<file path="src/rtl/rf_wport_arbiter_if.sv">
// Write-port bundle between the two writeback requesters and the regfile write port.
// Handshake: a requester raises *_valid with stable addr/data and holds them until it
// sees *_ready=1 in the same cycle; valid&ready on a clock edge is one accepted write.
interface rf_wport_arbiter_if #(
  parameter int XLEN = 32,
  parameter int AW   = 5
);
  logic            p0_valid;
  logic            p0_ready;
  logic [AW-1:0]   p0_addr;
  logic [XLEN-1:0] p0_data;
  logic            p1_valid;
  logic            p1_ready;
  logic [AW-1:0]   p1_addr;
  logic [XLEN-1:0] p1_data;
  logic            rf_we;
  logic [AW-1:0]   rf_waddr;
  logic [XLEN-1:0] rf_wdata;
  logic            init_done;
  logic            fsm_run;   // debug view of the FSM: 0 = INIT sweep, 1 = RUN

  modport master (
    output p0_valid, p0_addr, p0_data, p1_valid, p1_addr, p1_data,
    input  p0_ready, p1_ready, rf_we, rf_waddr, rf_wdata, init_done, fsm_run
  );

  modport slave (
    input  p0_valid, p0_addr, p0_data, p1_valid, p1_addr, p1_data,
    output p0_ready, p1_ready, rf_we, rf_waddr, rf_wdata, init_done, fsm_run
  );
endinterface

</file>
<file path="src/rtl/rf_wport_arbiter.sv">
// Owner of the regfile write port: zero-fills x1..x(NREGS-1) after reset, then
// arbitrates ALU/WB (P0, priority) against the long-latency unit (P1, anti-starvation).
module rf_wport_arbiter #(
    parameter int XLEN       = 32,
    parameter int NREGS      = 32,
    parameter bit INIT_ZERO  = 1'b1,
    parameter int STARVE_MAX = 4
) (
    input logic            clk,
    input logic            rst,
    rf_wport_arbiter_if.slave bus
);

    localparam int AW = $clog2(NREGS);
    localparam int SW = $clog2(STARVE_MAX + 1);

    typedef enum logic {
        S_INIT = 1'b0,
        S_RUN  = 1'b1
    } state_t;

    state_t          state_q, state_d;
    logic [AW-1:0]   idx_q, idx_d;
    logic [SW-1:0]   starve_q, starve_d;
    logic            we_q, we_d;
    logic [AW-1:0]   waddr_q, waddr_d;
    logic [XLEN-1:0] wdata_q, wdata_d;
    logic            done_q, done_d;
    logic            gnt0, gnt1;

    always_ff @(posedge clk) begin
        if (rst) begin
            state_q  <= INIT_ZERO ? S_INIT : S_RUN;
            idx_q    <= AW'(1);
            starve_q <= '0;
            we_q     <= 1'b0;
            waddr_q  <= '0;
            wdata_q  <= '0;
            done_q   <= 1'b0;
        end else begin
            state_q  <= state_d;
            idx_q    <= idx_d;
            starve_q <= starve_d;
            we_q     <= we_d;
            waddr_q  <= waddr_d;
            wdata_q  <= wdata_d;
            done_q   <= done_d;
        end
    end

    always_comb begin
        state_d  = state_q;
        idx_d    = idx_q;
        starve_d = starve_q;
        we_d     = 1'b0;
        waddr_d  = waddr_q;
        wdata_d  = wdata_q;
        done_d   = done_q;
        gnt0     = 1'b0;
        gnt1     = 1'b0;

        case (state_q)
            S_INIT: begin
                we_d    = 1'b1;
                waddr_d = idx_q;
                wdata_d = '0;
                idx_d   = idx_q + AW'(1);
                if (idx_q == AW'(NREGS - 1)) begin
                    done_d  = 1'b1;
                    state_d = S_RUN;
                end
            end
            default: begin
                done_d = 1'b1;
                // The starvation override only fires once P1 has been refused STARVE_MAX times in a row.
                if (starve_q == SW'(STARVE_MAX) && bus.p1_valid) gnt1 = 1'b1;
                else if (bus.p0_valid)                            gnt0 = 1'b1;
                else if (bus.p1_valid)                            gnt1 = 1'b1;

                if (gnt0) begin
                    we_d    = (bus.p0_addr != '0);
                    waddr_d = bus.p0_addr;
                    wdata_d = bus.p0_data;
                end else if (gnt1) begin
                    we_d    = (bus.p1_addr != '0);
                    waddr_d = bus.p1_addr;
                    wdata_d = bus.p1_data;
                end

                if (bus.p1_valid && !gnt1) begin
                    if (starve_q != SW'(STARVE_MAX)) starve_d = starve_q + SW'(1);
                end else begin
                    starve_d = '0;
                end
            end
        endcase
    end

    // Grants are suppressed while reset is held so nothing is acknowledged and then dropped.
    assign bus.p0_ready  = gnt0 & ~rst;
    assign bus.p1_ready  = gnt1 & ~rst;
    assign bus.rf_we     = we_q;
    assign bus.rf_waddr  = waddr_q;
    assign bus.rf_wdata  = wdata_q;
    assign bus.init_done = done_q;
    assign bus.fsm_run   = (state_q == S_RUN);

endmodule

</file>
<file path="src/flat_wrapper.sv">
// flat-port wrapper written by rule: the top's interface ports become plain ports
module rf_wport_arbiter_flat 
#(
    parameter int XLEN       = 32,
    parameter int NREGS      = 32,
    parameter bit INIT_ZERO  = 1'b1,
    parameter int STARVE_MAX = 4
)
  (clk, rst, bus_p0_valid, bus_p0_addr, bus_p0_data, bus_p1_valid, bus_p1_addr, bus_p1_data, bus_p0_ready, bus_p1_ready, bus_rf_we, bus_rf_waddr, bus_rf_wdata, bus_init_done, bus_fsm_run);
  rf_wport_arbiter_if #(.XLEN(XLEN), .AW(5)) bus_i ();
  input logic clk;
  input logic rst;
  input wire logic [$bits(bus_i.p0_valid)-1:0] bus_p0_valid;
  input wire logic [$bits(bus_i.p0_addr)-1:0] bus_p0_addr;
  input wire logic [$bits(bus_i.p0_data)-1:0] bus_p0_data;
  input wire logic [$bits(bus_i.p1_valid)-1:0] bus_p1_valid;
  input wire logic [$bits(bus_i.p1_addr)-1:0] bus_p1_addr;
  input wire logic [$bits(bus_i.p1_data)-1:0] bus_p1_data;
  output wire logic [$bits(bus_i.p0_ready)-1:0] bus_p0_ready;
  output wire logic [$bits(bus_i.p1_ready)-1:0] bus_p1_ready;
  output wire logic [$bits(bus_i.rf_we)-1:0] bus_rf_we;
  output wire logic [$bits(bus_i.rf_waddr)-1:0] bus_rf_waddr;
  output wire logic [$bits(bus_i.rf_wdata)-1:0] bus_rf_wdata;
  output wire logic [$bits(bus_i.init_done)-1:0] bus_init_done;
  output wire logic [$bits(bus_i.fsm_run)-1:0] bus_fsm_run;
  assign bus_i.p0_valid = bus_p0_valid;
  assign bus_i.p0_addr = bus_p0_addr;
  assign bus_i.p0_data = bus_p0_data;
  assign bus_i.p1_valid = bus_p1_valid;
  assign bus_i.p1_addr = bus_p1_addr;
  assign bus_i.p1_data = bus_p1_data;
  assign bus_p0_ready = bus_i.p0_ready;
  assign bus_p1_ready = bus_i.p1_ready;
  assign bus_rf_we = bus_i.rf_we;
  assign bus_rf_waddr = bus_i.rf_waddr;
  assign bus_rf_wdata = bus_i.rf_wdata;
  assign bus_init_done = bus_i.init_done;
  assign bus_fsm_run = bus_i.fsm_run;
  rf_wport_arbiter #(.XLEN(XLEN), .NREGS(NREGS), .INIT_ZERO(INIT_ZERO), .STARVE_MAX(STARVE_MAX)) u_core (.clk(clk), .rst(rst), .bus(bus_i));
endmodule
</file>
<file path="config.mk">
export PLATFORM = sky130hd
export DESIGN_NAME = rf_wport_arbiter_flat
export DESIGN_NICKNAME = d
export VERILOG_FILES = /design/src/rtl/rf_wport_arbiter_if.sv /design/src/rtl/rf_wport_arbiter.sv /design/src/flat_wrapper.sv
export SDC_FILE = /design/constraint.sdc
export NUM_CORES = 1
export LEC_CHECK = 0
export CORE_AREA = 2 2 134 71
export DETAILED_ROUTE_END_ITERATION = 16
export DIE_AREA = 0 0 136 73
export DONT_BUFFER_PORTS = 1
export PLACE_DENSITY = 0.5
export SYNTH_ARGS = -nofsm -noshare
export SYNTH_HDL_FRONTEND = slang
export SYNTH_SLANG_ARGS = --single-unit
</file>
<file path="constraint.sdc">
create_clock -name clk -period 2.7 [get_ports clk]
set_clock_uncertainty 0.1 [all_clocks]
set_input_delay 0.405 -clock clk [delete_from_list [all_inputs] [get_ports clk]]
set_output_delay 0.405 -clock clk [all_outputs]
set_load 0.02 [all_outputs]
</file>
==> insert_results.sql, run 1 <==
INSERT INTO impl_metrics (metric_group, metric, value, unit) VALUES
('cells_and_area', 'layout_common_cells', '48 x sky130_fd_sc_hd__dfxtp_1, 41 x sky130_fd_sc_hd__nor2_1, 35 x sky130_fd_sc_hd__nor3_1', ''),
('routing', 'routed_via_density', '5.46', ''),
('flow_run', 'timing.max_cap.violations', '0', ''),
('clock_network', 'cts-buffers-inserted', '5', ''),
('global_routing', 'initial_antenna_violation_count', '0', ''),
('clock_network', 'clock_tree.htree_level_count', '2', ''),
('routing', 'ant_nets', '0', ''),
('worst_setup_path', 'worstSetupStartpointType', 'flip-flop', ''),
('floorplan', 'boundaryPins', '120', ''),
('synthesis', 'synth_fp_nets', '367', ''),
('placement', 'final_gp_congestion', '0.771', ''),
('cells_and_area', 'synthToLayoutAreaGrowth', '6.64', '%'),
('synthesis', 'syn_avg_cell_area', '8.92', 'um2'),
('sta', 'setup-violations-final', '0', ''),
('worst_setup_path', 'critical_path_class', 'reg -> out', ''),
('routing', 'dr_wl_met3', '933', 'um'),
('synthesis', 'async_reset_ff_share', '0', '%'),
('synthesis', 'yosys-top-cells-area', 'sky130_fd_sc_hd__dfxtp_1 38%, sky130_fd_sc_hd__a211oi_2 15%, sky130_fd_sc_hd__nor3_1 6.9%', ''),
('synthesis', 'synth-edff-count', '0', ''),
('placement', 'numPortBuffers', '0', ''),
('routing', 'initialDrtViolationCount', '149', ''),
('routing', 'vias', '2146', ''),
('cells_and_area', 'n_fill_cell', '954', ''),
('cells_and_area', 'post_route_cells_drive_above_1_share', '18.8', '%'),
('sta', 'worst-slew-pin-transition', '0.534', 'ns'),
('sta', 'tns', '0', 'ns'),
('placement', 'hpwl', '5.28', 'mm'),
('clock_network', 'clock-root-buffer', 'sky130_fd_sc_hd__clkbuf_16', ''),
('placement', 'dpl_cell_area', '2570', 'um2'),
('synthesis', 'syn_inst', '285', ''),
('power', 'vdd.ir_drop.worst', '0.217', 'mV'),
('synthesis', 'synth_cell_types', '40', ''),
('floorplan', 'floorplan.die.width', '136', 'um'),
('routing', 'wire_length_after_detailed_routing', '7.52', 'mm'),
('worst_setup_path', 'critical_path.max_fanout', '8', ''),
('routing', 'post-route-drc-count', '0', ''),
('synthesis', 'mappedNetlistArea', '2540', 'um2'),
('global_routing', 'grt_start_max_net_pins', '27', ''),
('clock_network', 'numClockSinks', '48', ''),
('synthesis', 'seq_cells_post_synth', '48', ''),
('sta', 'hold_violations', '0', ''),
('cells_and_area', 'layout.nets', '353', ''),
('floorplan', 'placeableCoreArea', '8950', 'um2'),
('floorplan', 'rows', '25', ''),
('status', 'status', 'finished, final reports clean', ''),
('cells_and_area', 'post-route-util', '30.3', '%'),
('cells_and_area', 'final_common_cell', 'sky130_fd_sc_hd__dfxtp_1', ''),
('cells_and_area', 'layout.cell_area.non_filler', '2710', 'um2'),
('synthesis', 'synth_top_area_share', '37.8', '%'),
('cells_and_area', 'antenna_cells', '0', ''),
('global_routing', 'grt.overflow.total', '0', ''),
('sta', 'achievable-frequency', '0.503', 'GHz'),
('synthesis', 'seq_area_frac_synth', '37.8', '%'),
('global_routing', 'grt_first_pass_wirelength', '11.4', 'mm'),
('clock_network', 'clk_pin_slew_worst_paths', '0.07', 'ns'),
('synthesis', 'synthFlopType', 'sky130_fd_sc_hd__dfxtp_1', ''),
('floorplan', 'die_height', '73', 'um'),
('clock_network', 'clk-insertion-delay-late', '0.29', 'ns'),
('worst_setup_path', 'r2r_slack', '0.76', 'ns'),
('sta', 'maxSlewViolCount', '0', ''),
('global_routing', 'number_of_global_route_vias_before_repair', '2054', ''),
('routing', 'wl_met1', '3.41', 'mm'),
('clock_network', 'clk_path_buf_depth', '2', ''),
('clock_network', 'cts_tree', 'built', ''),
('clock_network', 'postCtsSetupBuffers', '0', ''),
('power', 'leakage_power', '0.843', 'nW'),
('power', 'power_density', '547', 'nW/um2'),
('worst_setup_path', 'critical_path_required', '2.19', 'ns'),
('sta', 'final_period_minus_worst_setup_slack', '1.99', 'ns'),
('sta', 'timing.final.crit_share', '73.6', '%'),
('sta', 'grt_setup_unrepaired', 'no', '');
## state kept, by name, indices dropped and copies added, names as in the netlist
register	count
u_core.bus.init_done	1
u_core.starve_q	3
u_core.idx_q	5
u_core.bus.rf_wdata	32
u_core.bus.fsm_run	1
u_core.bus.rf_we	1
u_core.bus.rf_waddr	5
## report_power, final
| group | total, mW | internal, mW | leakage [nW] | switching, mW |
|---|---|---|---|---|
| Sequential | 0.734 | 0.718 | 0.388 | 0.0155 |
| Clock | 0.630 | 0.342 | 0.0736 | 0.288 |
| Combinational | 0.120 | 0.0437 | 0.381 | 0.0762 |
## final timing paths
check                                                startpoint                                    to  cells past startpoint
worst max-delay path            u_core.starve_q[0]$_SDFFE_PP0P_                          bus_p0_ready                      4
worst min-delay path                                        rst          u_core.idx_q[2]$_SDFFE_PP0N_                      1
worst max register to register  u_core.starve_q[0]$_SDFFE_PP0P_  u_core.bus.rf_wdata[31]$_SDFFE_PP0P_                      6
worst min register to register  u_core.starve_q[1]$_SDFFE_PP0P_       u_core.starve_q[1]$_SDFFE_PP0P_                      2
## routing by layer
layer	vias up	GRT usage [%]
met3	7	6.39
li1	1010	-
met2	111	22.0
met1	1018	20.2
met4	0	3.13
met5	-	0
## kinds of logic (layout without fill, tap and decap cells)
logic type      after synthesis  in the layout  synth area share [%]
buf+inv                      31             18                  8.07
xor+xnor                      3              3                  1.03
flops                        48             48                  37.8
mux                           2              2                 0.787
compound gates               84             84                  27.4
simple gates                113            113                  22.9
fa+ha+maj                     4              4                  1.97
## area by class of cell
cell class	instances	area [um2]	share of cell area, %
Sequential cell	48	961	35.4
Clock buffer	5	125	4.61
Clock inverter	3	18.8	0.692
Multi-Input combinational cell	206	1380	50.9
Inverter	3	11.3	0.415
Tap cell	121	151	5.58
Timing Repair Buffer	7	65.1	2.40
## cell usage after synthesis, types with 4 or more instances
cell,count
sky130_fd_sc_hd__buf_2,11
sky130_fd_sc_hd__nand3_1,4
sky130_fd_sc_hd__buf_4,6
sky130_fd_sc_hd__buf_6,7
sky130_fd_sc_hd__nor2_1,41
sky130_fd_sc_hd__nand4_1,6
sky130_fd_sc_hd__nand2b_1,4
sky130_fd_sc_hd__nor2b_1,6
sky130_fd_sc_hd__a211oi_2,30
sky130_fd_sc_hd__o21ai_0,6
sky130_fd_sc_hd__and3_1,4
sky130_fd_sc_hd__o211ai_1,6
sky130_fd_sc_hd__dfxtp_1,48
sky130_fd_sc_hd__clkbuf_1,4
sky130_fd_sc_hd__nor3_1,35
sky130_fd_sc_hd__o21ai_1,27
sky130_fd_sc_hd__ha_1,4
## through the flow
step	hold slack [ns]	power, mW	std cells
2_1_floorplan	0.362	0.860	285
6_report	0.0715	1.48	393
5_1_grt	0.0572	1.55	393
4_1_cts	0.0675	1.51	393
3_3_place_gp	0.378	0.871	385
3_5_place_dp	0.381	0.871	385
## critical path: stages (launching register included)
cell	delay (ns)
sky130_fd_sc_hd__dfxtp_1	0.36
sky130_fd_sc_hd__inv_1	0.07
sky130_fd_sc_hd__ha_1	0.25
sky130_fd_sc_hd__nand3_2	0.19
sky130_fd_sc_hd__and3_1	0.32
(Power assumes the default switching activity.)
==> run 2: changes to the inputs <==
==> constraint.sdc (replaced) <==
create_clock -name clk -period 1.9 [get_ports clk]
set_clock_uncertainty 0.1 [all_clocks]
set_input_delay 0.285 -clock clk [delete_from_list [all_inputs] [get_ports clk]]
set_output_delay 0.285 -clock clk [all_outputs]
set_load 0.02 [all_outputs]
==> insert_results.sql, run 2 (synthesized netlist as in run 1, its figures left out) <==
INSERT INTO impl_metrics (metric_group, metric, value, unit) VALUES
('routing', 'drt-pass1-iter-count', '4', ''),
('clock_network', 'clock-root-buffer', 'sky130_fd_sc_hd__clkbuf_16', ''),
('clock_network', 'clk-insertion-delay-late', '0.28', 'ns'),
('floorplan', 'die_area', '9930', 'um2'),
('routing', 'routed_via_density', '5.58', ''),
('floorplan', 'floorplan.die.width', '136', 'um'),
('floorplan', 'start_util', '28.4', '%'),
('clock_network', 'cts_tree', 'built', ''),
('routing', 'initialDrtViolationCount', '124', ''),
('global_routing', 'gr-usage-all-layers', '15.3', '%'),
('routing', 'drt-wirelength-per-cell', '19.5', 'um'),
('global_routing', 'number_of_global_route_vias_before_repair', '2075', ''),
('cells_and_area', 'synthToLayoutAreaGrowth', '9.60', '%'),
('sta', 'worst-slew-pin-transition', '0.442', 'ns'),
('sta', 'maxSlewViolCount', '0', ''),
('sta', 'tightest_slew_margin_relative_to_the_limit', '70.4', '%'),
('sta', 'hold_violations', '0', ''),
('sta', 'final_period_minus_worst_setup_slack', '1.83', 'ns'),
('worst_setup_path', 'critical_path_class', 'reg -> out', ''),
('floorplan', 'die_height', '73', 'um'),
('flow_run', 'timing.max_cap.violations', '0', ''),
('clock_network', 'cts-buffers-inserted', '5', ''),
('clock_network', 'clk_path_buf_depth', '2', ''),
('power', 'power_density', '778', 'nW/um2'),
('cells_and_area', 'max_reg_flops', '32', ''),
('floorplan', 'rows', '25', ''),
('power', 'seq_power_share', '48.1', '%'),
('power', 'p_sw_share', '24.3', '%'),
('global_routing', 'grt.overflow.total', '0', ''),
('global_routing', 'grt_start_max_net_pins', '33', ''),
('sta', 'setup-violations-final', '0', ''),
('routing', 'post-route-drc-count', '0', ''),
('clock_network', 'postCtsSetupBuffers', '0', ''),
('placement', 'final_gp_congestion', '0.751', ''),
('sta', 'timing.final.crit_share', '96.4', '%'),
('clock_network', 'clock_tree.htree_level_count', '2', ''),
('power', 'leakage_power', '0.880', 'nW'),
('cells_and_area', 'antenna_cells', '0', ''),
('worst_setup_path', 'worstSetupStartpointType', 'flip-flop', ''),
('power', 'switching_power', '526', 'uW'),
('power', 'share_comb_of_total_power', '8.4', '%'),
('power', 'vdd.ir_drop.worst', '0.339', 'mV'),
('cells_and_area', 'final_common_cell', 'sky130_fd_sc_hd__dfxtp_1', ''),
('cells_and_area', 'layout.nets', '360', ''),
('hold_path', 'holdCritPathClass', 'in -> reg', ''),
('power', 'pwr-share-clk', '43.4', '%'),
('sta', 'grt_setup_unrepaired', 'no', ''),
('sta', 'achievable-frequency', '0.546', 'GHz'),
('status', 'status', 'finished, final reports clean', ''),
('global_routing', 'initial_antenna_violation_count', '0', ''),
('cells_and_area', 'layout_common_cells', '48 x sky130_fd_sc_hd__dfxtp_1, 41 x sky130_fd_sc_hd__nor2_1, 35 x sky130_fd_sc_hd__nor3_1', ''),
('global_routing', 'grt_first_pass_wirelength', '11.6', 'mm'),
('floorplan', 'placeableCoreArea', '8950', 'um2'),
('worst_setup_path', 'critical_path_required', '1.51', 'ns'),
('placement', 'hpwl', '5.61', 'mm'),
('floorplan', 'boundaryPins', '120', ''),
('placement', 'numPortBuffers', '0', ''),
('power', 'power', '2.17', 'mW'),
('routing', 'ant_nets', '0', ''),
('worst_setup_path', 'end_kind', 'output port', ''),
('routing', 'vias', '2225', ''),
('cells_and_area', 'post_route_cells_drive_above_1_share', '20.9', '%'),
('worst_setup_path', 'critical_path.max_fanout', '4', ''),
('sta', 'tns', '0', 'ns'),
('clock_network', 'clk_pin_slew_worst_paths', '0.07', 'ns'),
('power', 'internal_power', '1.64', 'mW'),
('clock_network', 'numClockSinks', '48', ''),
('routing', 'wire_length_after_detailed_routing', '7.77', 'mm'),
('worst_setup_path', 'crit_arrival', '1.45', 'ns');
[run 2: power by group through the flow]
stage                     Combinational [mW]  Sequential [mW]  Clock (mW)
after global routing                   0.199             1.04        1.03
after global placement                 0.173             1.07           0
after floorplan                        0.160             1.06           0
after detailed placement               0.178             1.07           0
after CTS                              0.183             1.04       0.975
final                                  0.183             1.04       0.941
[run 2: stage by stage]
step | area (um2) | std cells | hold slack (ns) | worst slack [ns] | util [%]
floorplan | 2540 | 285 | 0.350 | 0.307 | -
global placement | 2610 | 391 | 0.261 | 0.291 | 29.2
detailed placement | 2610 | 391 | 0.262 | 0.216 | 29.2
CTS | 2780 | 399 | 0.0463 | 0.00644 | 31.0
global route | 2790 | 399 | 0.0459 | 0.0218 | 31.1
finish | 2790 | 399 | 0.0546 | 0.0692 | 31.1
[run 2: cell type report]
cell class,count,area (um2)
inverters,3,11.3
clock buffers,7,153
multi-input cells,206,1390
flip-flops and latches,48,961
repair buffers,14,120
fillers,942,6160
well taps,121,151
[run 2: final timing paths]
check                                       start                              endpoint  slack, ns  cells past startpoint
hold / removal                                rst   u_core.bus.rf_waddr[0]$_SDFFE_PP0P_       0.05                      2
setup / recovery  u_core.starve_q[0]$_SDFFE_PP0P_                          bus_p1_ready       0.07                      4
hold reg to reg   u_core.starve_q[1]$_SDFFE_PP0P_       u_core.starve_q[1]$_SDFFE_PP0P_       0.40                      2
setup reg to reg  u_core.starve_q[0]$_SDFFE_PP0P_  u_core.bus.rf_wdata[21]$_SDFFE_PP0P_       0.20                      6
[run 2: layer usage]
metal,share of wire [%],global-route usage (%)
met1,46,21.2
met2,40,21.9
met3,13,7.43
met4,0.23,2.08
met5,0,0
[run 2: critical path, cell delays in order (launching register included)]
cell and delay, ns:
sky130_fd_sc_hd__dfxtp_1 0.37, sky130_fd_sc_hd__inv_1 0.07, sky130_fd_sc_hd__ha_2 0.22, sky130_fd_sc_hd__a21bo_2 0.24
sky130_fd_sc_hd__and3_1 0.26
[run 2: repair_timing]
item	in CTS	in global routing
gates resized for setup	0	3
hold buffers	1	0
hold endpoints to repair	11	0
endpoints found under the setup margin	0	2
